[src/rtl/io_responder_pkg.sv]
// Shared definitions for io_responder: register word indices, byte addresses,
// status bit positions and the UART transmitter state encoding.
package io_pkg;

  localparam int LED_W_IDX     = 0;
  localparam int UART_DATA_IDX = 1;
  localparam int UART_STAT_IDX = 2;
  localparam int N_SEL         = 3;

  localparam int STAT_BUSY_BIT   = 9;
  localparam int STAT_ACTIVE_BIT = 8;

  localparam logic [31:0] ADDR_LED       = 32'h0040_0004;
  localparam logic [31:0] ADDR_UART_DATA = 32'h0040_0008;
  localparam logic [31:0] ADDR_UART_STAT = 32'h0040_0010;

  typedef enum logic [1:0] {
    TX_IDLE  = 2'd0,
    TX_START = 2'd1,
    TX_DATA  = 2'd2,
    TX_STOP  = 2'd3
  } tx_state_t;

  function automatic logic [31:0] status_word(input logic busy, input logic active);
    logic [31:0] w;
    w                  = '0;
    w[STAT_BUSY_BIT]   = busy;
    w[STAT_ACTIVE_BIT] = active;
    return w;
  endfunction

endpackage

[src/rtl/io_responder_if.sv]
// Core-side IO port bundle: the core drives address/data/strobe (master),
// the IO target answers with combinational read data (slave).
interface io_responder_if;
  logic [31:0] IO_mem_addr;
  logic [31:0] IO_mem_wdata;
  logic        IO_mem_wr;
  logic [31:0] IO_mem_rdata;

  modport master (
    output IO_mem_addr,
    output IO_mem_wdata,
    output IO_mem_wr,
    input  IO_mem_rdata
  );

  modport slave (
    input  IO_mem_addr,
    input  IO_mem_wdata,
    input  IO_mem_wr,
    output IO_mem_rdata
  );
endinterface

[src/rtl/io_responder_uart_tx.sv]
// 8N1 LSB-first UART transmitter with baud counter. Defining IO_TXFIFO_EN puts
// a 4-entry FIFO in front of the FSM; otherwise the shift register is the only buffer.
module uart_tx
  import io_pkg::*;
#(
  parameter int BAUD_DIV = 10
) (
  input  logic       clk,
  input  logic       resetn,
  input  logic [7:0] data,
  input  logic       valid,
  output logic       busy,
  output logic       active,
  output logic       tx
);

  localparam int                BCNT_W    = (BAUD_DIV > 2) ? $clog2(BAUD_DIV) : 1;
  localparam logic [BCNT_W-1:0] BCNT_LAST = BCNT_W'(BAUD_DIV - 1);

  tx_state_t         r_state, w_state_next;
  logic [BCNT_W-1:0] r_bcnt, w_bcnt_next;
  logic [2:0]        r_idx, w_idx_next;
  logic [7:0]        r_shift, w_shift_next;
  logic              r_tx, w_tx_next;

  logic              w_load;
  logic [7:0]        w_load_data;

`ifdef IO_TXFIFO_EN
  logic [7:0] r_fifo [4];
  logic [1:0] r_wr_ptr;
  logic [1:0] r_rd_ptr;
  logic [2:0] r_count, w_count_next;
  logic       w_push;
  logic       w_pop;

  // A full FIFO refuses the push even when the FSM pops in the same cycle.
  assign w_push      = valid && (r_count != 3'd4);
  assign w_pop       = (r_state == TX_IDLE) && (r_count != 3'd0);
  assign w_load      = w_pop;
  assign w_load_data = r_fifo[r_rd_ptr];
  assign busy        = (r_count == 3'd4);
  assign active      = (r_state != TX_IDLE) || (r_count != 3'd0);

  always_ff @(posedge clk) begin
    if (w_push) begin
      r_fifo[r_wr_ptr] <= data;
    end
  end

  always_comb begin
    w_count_next = r_count;
    if (w_push && !w_pop) begin
      w_count_next = r_count + 3'd1;
    end else if (!w_push && w_pop) begin
      w_count_next = r_count - 3'd1;
    end
  end

  always_ff @(posedge clk or negedge resetn) begin
    if (!resetn) begin
      r_wr_ptr <= '0;
      r_rd_ptr <= '0;
      r_count  <= '0;
    end else begin
      if (w_push) begin
        r_wr_ptr <= r_wr_ptr + 2'd1;
      end
      if (w_pop) begin
        r_rd_ptr <= r_rd_ptr + 2'd1;
      end
      r_count <= w_count_next;
    end
  end
`else
  // Without a FIFO a byte is taken only while the line is idle.
  assign w_load      = valid && (r_state == TX_IDLE);
  assign w_load_data = data;
  assign busy        = (r_state != TX_IDLE);
  assign active      = (r_state != TX_IDLE);
`endif

  always_comb begin
    w_state_next = r_state;
    w_bcnt_next  = r_bcnt;
    w_idx_next   = r_idx;
    w_shift_next = r_shift;
    unique case (r_state)
      TX_IDLE: begin
        if (w_load) begin
          w_state_next = TX_START;
          w_bcnt_next  = '0;
          w_idx_next   = '0;
          w_shift_next = w_load_data;
        end
      end
      TX_START: begin
        if (r_bcnt == BCNT_LAST) begin
          w_state_next = TX_DATA;
          w_bcnt_next  = '0;
          w_idx_next   = '0;
        end else begin
          w_bcnt_next = r_bcnt + BCNT_W'(1);
        end
      end
      TX_DATA: begin
        if (r_bcnt == BCNT_LAST) begin
          w_bcnt_next  = '0;
          w_shift_next = {1'b0, r_shift[7:1]};
          if (r_idx == 3'd7) begin
            w_state_next = TX_STOP;
          end else begin
            w_idx_next = r_idx + 3'd1;
          end
        end else begin
          w_bcnt_next = r_bcnt + BCNT_W'(1);
        end
      end
      TX_STOP: begin
        if (r_bcnt == BCNT_LAST) begin
          w_state_next = TX_IDLE;
          w_bcnt_next  = '0;
        end else begin
          w_bcnt_next = r_bcnt + BCNT_W'(1);
        end
      end
      default: begin
        w_state_next = TX_IDLE;
      end
    endcase
  end

  // The line level is registered from the next state so UART_TX never glitches.
  always_comb begin
    w_tx_next = 1'b1;
    unique case (w_state_next)
      TX_START: w_tx_next = 1'b0;
      TX_DATA:  w_tx_next = w_shift_next[0];
      default:  w_tx_next = 1'b1;
    endcase
  end

  always_ff @(posedge clk or negedge resetn) begin
    if (!resetn) begin
      r_state <= TX_IDLE;
      r_bcnt  <= '0;
      r_idx   <= '0;
      r_shift <= '0;
      r_tx    <= 1'b1;
    end else begin
      r_state <= w_state_next;
      r_bcnt  <= w_bcnt_next;
      r_idx   <= w_idx_next;
      r_shift <= w_shift_next;
      r_tx    <= w_tx_next;
    end
  end

  assign tx = r_tx;

endmodule

[src/rtl/io_responder.sv]
// Memory-mapped IO target: LED register, UART data and status registers.
// Build with IO_TXFIFO_EN defined to add a 4-entry TX FIFO inside uart_tx.
module io_responder
  import io_pkg::*;
#(
  parameter int CLK_FREQ_HZ = 10_000_000,
  parameter int BAUD_RATE   = 1_000_000,
  parameter int LED_W       = 6
) (
  input  logic             clk,
  input  logic             resetn,
  io_responder_if.slave    io_bus,
  output logic [LED_W-1:0] LEDS,
  output logic             UART_TX
);

  localparam int BAUD_DIV = CLK_FREQ_HZ / BAUD_RATE;

  if (BAUD_DIV < 2) begin : g_bad_baud
    $error("io_responder: CLK_FREQ_HZ/BAUD_RATE must be at least 2");
  end

  logic [N_SEL-1:0] w_sel;
  logic [LED_W-1:0] r_leds;
  logic             w_uart_busy;
  logic             w_uart_active;
  logic             w_uart_valid;
  logic [31:0]      w_rdata;
  logic             w_unused_bits;

  // Word select is the one-hot word index addr[15:2]; only the low three bits map to registers.
  genvar gi;
  for (gi = 0; gi < N_SEL; gi++) begin : g_sel
    assign w_sel[gi] = io_bus.IO_mem_addr[gi + 2];
  end

  assign w_unused_bits = ^{io_bus.IO_mem_addr[31:N_SEL+2], io_bus.IO_mem_addr[1:0],
                           io_bus.IO_mem_wdata};

  always_ff @(posedge clk or negedge resetn) begin
    if (!resetn) begin
      r_leds <= '0;
    end else if (io_bus.IO_mem_wr && w_sel[LED_W_IDX]) begin
      r_leds <= io_bus.IO_mem_wdata[LED_W-1:0];
    end
  end

  assign w_uart_valid = io_bus.IO_mem_wr && w_sel[UART_DATA_IDX];

  uart_tx #(
    .BAUD_DIV (BAUD_DIV)
  ) u_uart_tx (
    .clk    (clk),
    .resetn (resetn),
    .data   (io_bus.IO_mem_wdata[7:0]),
    .valid  (w_uart_valid),
    .busy   (w_uart_busy),
    .active (w_uart_active),
    .tx     (UART_TX)
  );

  // The core samples read data in the same cycle it presents the address.
  always_comb begin
    w_rdata = '0;
    if (w_sel[UART_STAT_IDX]) begin
      w_rdata = status_word(w_uart_busy, w_uart_active);
    end else if (w_sel[LED_W_IDX]) begin
      w_rdata = 32'(r_leds);
    end
  end

  assign io_bus.IO_mem_rdata = w_rdata;
  assign LEDS                = r_leds;

endmodule

[src/flat_wrapper.sv]
// flat-port wrapper written by rule: the top's interface ports become plain ports
module io_responder_flat import io_pkg::*;
#(
  parameter int CLK_FREQ_HZ = 10_000_000,
  parameter int BAUD_RATE   = 1_000_000,
  parameter int LED_W       = 6
)
  (clk, resetn, LEDS, UART_TX, io_bus_IO_mem_addr, io_bus_IO_mem_wdata, io_bus_IO_mem_wr, io_bus_IO_mem_rdata);
  io_responder_if io_bus_i ();
  input  logic clk;
  input  logic resetn;
  output logic [LED_W-1:0] LEDS;
  output logic UART_TX;
  input wire logic [$bits(io_bus_i.IO_mem_addr)-1:0] io_bus_IO_mem_addr;
  input wire logic [$bits(io_bus_i.IO_mem_wdata)-1:0] io_bus_IO_mem_wdata;
  input wire logic [$bits(io_bus_i.IO_mem_wr)-1:0] io_bus_IO_mem_wr;
  output wire logic [$bits(io_bus_i.IO_mem_rdata)-1:0] io_bus_IO_mem_rdata;
  assign io_bus_i.IO_mem_addr = io_bus_IO_mem_addr;
  assign io_bus_i.IO_mem_wdata = io_bus_IO_mem_wdata;
  assign io_bus_i.IO_mem_wr = io_bus_IO_mem_wr;
  assign io_bus_IO_mem_rdata = io_bus_i.IO_mem_rdata;
  io_responder #(.CLK_FREQ_HZ(CLK_FREQ_HZ), .BAUD_RATE(BAUD_RATE), .LED_W(LED_W)) u_core (.clk(clk), .resetn(resetn), .io_bus(io_bus_i), .LEDS(LEDS), .UART_TX(UART_TX));
endmodule
[config.mk]
export PLATFORM = sky130hd
export DESIGN_NAME = io_responder_flat
export DESIGN_NICKNAME = d
export VERILOG_FILES = /design/src/rtl/io_responder_pkg.sv /design/src/rtl/io_responder_if.sv /design/src/rtl/io_responder_uart_tx.sv /design/src/rtl/io_responder.sv /design/src/flat_wrapper.sv
export SDC_FILE = /design/constraint.sdc
export NUM_CORES = 1
export LEC_CHECK = 0
export ABC_AREA = 1
export CAP_MARGIN = 10
export CORE_ASPECT_RATIO = 0.75
export CORE_MARGIN = 1.5
export CORE_UTILIZATION = 31
export CTS_CLUSTER_DIAMETER = 40
export CTS_CLUSTER_SIZE = 24
export DETAILED_ROUTE_END_ITERATION = 8
export GPL_TIMING_DRIVEN = 1
export PLACE_DENSITY = 0.77
export SLEW_MARGIN = 20
export SYNTH_ARGS = -nofsm -noshare
export SYNTH_HDL_FRONTEND = slang
export SYNTH_SLANG_ARGS = --single-unit
[constraint.sdc]
create_clock -name clk -period 1.6 [get_ports clk]
set_clock_uncertainty 0.2 [all_clocks]
set_input_delay 0.32 -clock clk [delete_from_list [all_inputs] [get_ports clk]]
set_output_delay 0.32 -clock clk [all_outputs]
set_load 0.05 [all_outputs]
==> key figures <==
Run status
  • Outcome: finished, final reports clean

Final layout
  • Commonest non-fill, non-tap cell in the layout: nand2_1
  • Final core utilization: 48.2%
  • Layout net count: 291
  • Antenna diode count: 0
  • Fin area: 2140 sq um
  • Commonest non-fill, non-tap cells in the layout: nand2_1 (39), conb_1 (24), dfrtp_1 (23)
  • Fill cell count: 426
  • Layout area overhead: 50.7%
  • Layout cell share with drive strength beyond 1: 35.6%

Worst setup path
  • CP peak stage delay: 0.43 ns
  • CP endpoint kind: primary output
  • FF-to-FF End: u_core.u_uart_tx.r_idx[0]
  • Reg-to-reg slack, setup: 0.06 ns
  • Worst Reg-to-Reg Cells: 7
  • RR Startpoint: u_core.u_uart_tx.r_idx[0]
  • Worst setup path endpoint: io_bus_IO_mem_rdata[8]
  • CP Launch Type: register
  • Crit path max fanout: 3
  • Critical Path RT: 1.08 ns
  • Slowest CP cell: dfrtp_1
  • Beginning of the critical path: u_core.u_uart_tx.r_state[0]
  • Crit Path Category: reg2out
  • CP dominant cell by count: nor2_4
  • Top Family by Delay on Critical Path: flip-flops
  • Crit path cell chain: nor2_4 > nor2_4 > buf_12
  • Crit path buf inv count: 1
  • Crit path depth: 3
  • Worst EP arrival: 1.07 ns

STA
  • RSZ-0062 raised after global routing: true
  • Setup TNS Final: 0 ns
  • Worst Hold Slack: 0.188 ns
  • Peak Freq: 630 MHz
  • Slew Limit Fails: 0
  • Final min period: 1.59 ns
  • Final setup fails: 0
  • Final Hold Fails: 0
  • Part of the cycle the worst path needs: 99.2%

Logic synthesis
  • Synthesized area: 1420 sq um
  • Synthesized flop and latch total: 24
  • FFs w/ async S/R, synth: 100%
  • Yosys top cell area share: 40.5%
  • Post-Syn Area per Cell: 8.40 sq um
  • Top_reg_cell synth: dfrtp_1
  • EDFF count, synth: 0
  • Seq/Total Area, Yosys: 42.4%
  • Post-Syn Instances: 169
  • Cells taking the most area after synthesis: dfrtp_1 (41%), buf_4 (13%), nand2_1 (11%)
  • Unique cell type count in the Yosys netlist: 22
  • Number of synthesis warnings: 0
  • Post-synth top area cell: dfrtp_1

Clock network
  • Clock Latency Late Sink: 0.27 ns
  • Root Driver: clkbuf_8
  • CTS tree: yes
  • Hold-fix buffers, CTS: 0
  • Num CTS Buffers: 3
  • Clk buf depth: 2
  • CTS Sinks: 24
  • H-Tree Depth: 1
  • CTS clk-pin slew, worst paths: 0.09 ns

Route
  • # DRC: 0
  • Starting DRT DRC Count: 75
  • DRT Pass-1 Iters: 4
  • Final wirelength: 2.95 mm
  • Antenna Nets Post-Route: 0
  • Vias: 1,182
  • DR WL/cell: 10.7 microns
  • Vias/cell: 4.28

Power
  • Logic pwr share: 33.3%
  • Leak Pwr: 1.03 nW
  • Tot Pwr: 1.61 mW
  • Max VDD drop: 0.000368 V
  • NetSw: 552 uW
  • Sw Ratio: 34.3%
  • Part of the power in registers: 40.6%
  • Internal power: 1.06 mW
  • PwrDens: 751 nW/um^2
  • Clock power share: 26.1%

Worst hold path
  • Worst Hold Class: in2async

Global route
  • Antenna violations before repair: 0
  • Total track usage: 13.0%
  • First-pass GRT wire length: 4.87 mm
  • Vias in the first global route: 1,098
  • Pin count of the biggest net entering global routing: 25
  • Grt total ovfl: 0

Floorplanning
  • Starting Density: 32.0%
  • # IOs: 106
  • Die area: 5000 sq um
  • Site Rows: 21
  • Die H: 61.6 microns
  • Die span in x: 81.2 microns
  • Core footprint: 4440 sq um

Place
  • Post-DP Area: 1990 sq um
  • Hpwl dp: 2.23 mm
  • Gpl congestion: 0.790
  • # port buffers: 28

Run
  • Max-cap viol count: 0
-- flip-flops by register name (all words and copies together) (netlist names) --
register and count:
u_core.u_uart_tx.r_state 2, u_core.u_uart_tx.r_bcnt 4, u_core.u_uart_tx.r_idx 3, u_core.LEDS 6, u_core.u_uart_tx.tx 1, u_core.u_uart_tx.r_shift 8
-- power groups by stage --
| stage | clock network, mW | registers (mW) | logic (mW) |
|---|---|---|---|
| after CTS | 0.427 | 0.655 | 0.517 |
| final | 0.419 | 0.653 | 0.536 |
| after global routing | 0.448 | 0.656 | 0.562 |
| after detailed placement | 0 | 0.670 | 0.509 |
| after floorplan | 0 | 0.732 | 0.265 |
| after global placement | 0 | 0.669 | 0.506 |
-- stage by stage --
step           setup slack [ns]  instances
2_1_floorplan           0.00911        192
3_3_place_gp             -0.224        265
3_5_place_dp             -0.234        265
4_1_cts                 -0.0113        271
5_1_grt                 -0.0454        276
6_report                 0.0121        276
-- kinds of logic after synthesis --
| group | Yosys count | share of synthesized area, % |
|---|---|---|
| DFF | 24 | 42.4 |
| AOI/OAI and AO/OA | 9 | 3.61 |
| adders and majority gates | 4 | 3.52 |
| buffers and inverters | 38 | 16.7 |
| xor gates and xnor gates | 2 | 1.23 |
| muxes | 5 | 3.96 |
| other | 1 | 0.264 |
| and+or+nand+nor | 86 | 28.3 |
-- metal layers --
layer	vias to the layer above	share of wire [%]	GRT usage [%]	routed length (microns)
met5	-	0	0	0
met4	0	0.78	3.45	23
met3	4	6.0	4.30	177
met2	32	45	20.4	1320
met1	556	48	17.3	1430
li1	590	-	-	-
-- synth_stat cells (2+ instances only) --
master    n
ha_1      4
nor2_1   15
nand2_1  42
nand4_1   2
mux2_2    5
nor2_2    2
nand3_1  16
dfrtp_1  23
o21ai_0   6
inv_1    11
nand2_2   5
nor2_4    3
o22ai_1   2
buf_4    25
-- how the worst min path moves through the flow --
stage	from	end	slack, ns	depth (start not counted)
2_1_floorplan	resetn	u_core.LEDS[0]	-0.18	0
3_3_place_gp	u_core.u_uart_tx.r_shift[5]	u_core.u_uart_tx.r_shift[5]	0.27	2
3_5_place_dp	u_core.u_uart_tx.r_shift[3]	u_core.u_uart_tx.r_shift[3]	0.27	2
4_1_cts	resetn	u_core.LEDS[5]	0.20	2
5_1_grt	resetn	u_core.LEDS[5]	0.21	2
6_report	resetn	u_core.LEDS[5]	0.19	2
-- worst register-to-register path: cells and delay by family (launching register included) --
| family | cells | cell delay (ns) |
|---|---|---|
| AO/OA/AOI/OAI | 1 | 0.07 |
| adder cells (fa/ha/maj) | 2 | 0.41 |
| flip-flops | 1 | 0.39 |
| AND/OR/NAND/NOR | 4 | 0.43 |
-- layout make-up --
type	instances	area (sq um)	share of cell area, %
Multi-Input combinational cell	130	768	35.9
Sequential cell	24	602	28.1
Timing Repair Buffer	49	598	28.0
Tap cell	57	71.3	3.33
Clock buffer	4	55.1	2.57
Inverter	12	45.0	2.11
-- what timing repair did --
item	CTS	global route
resized for setup	4	17
buffers inserted	2	5
setup endpoints to repair	8	18
pin swaps	1	4
(Power assumes the default switching activity.)
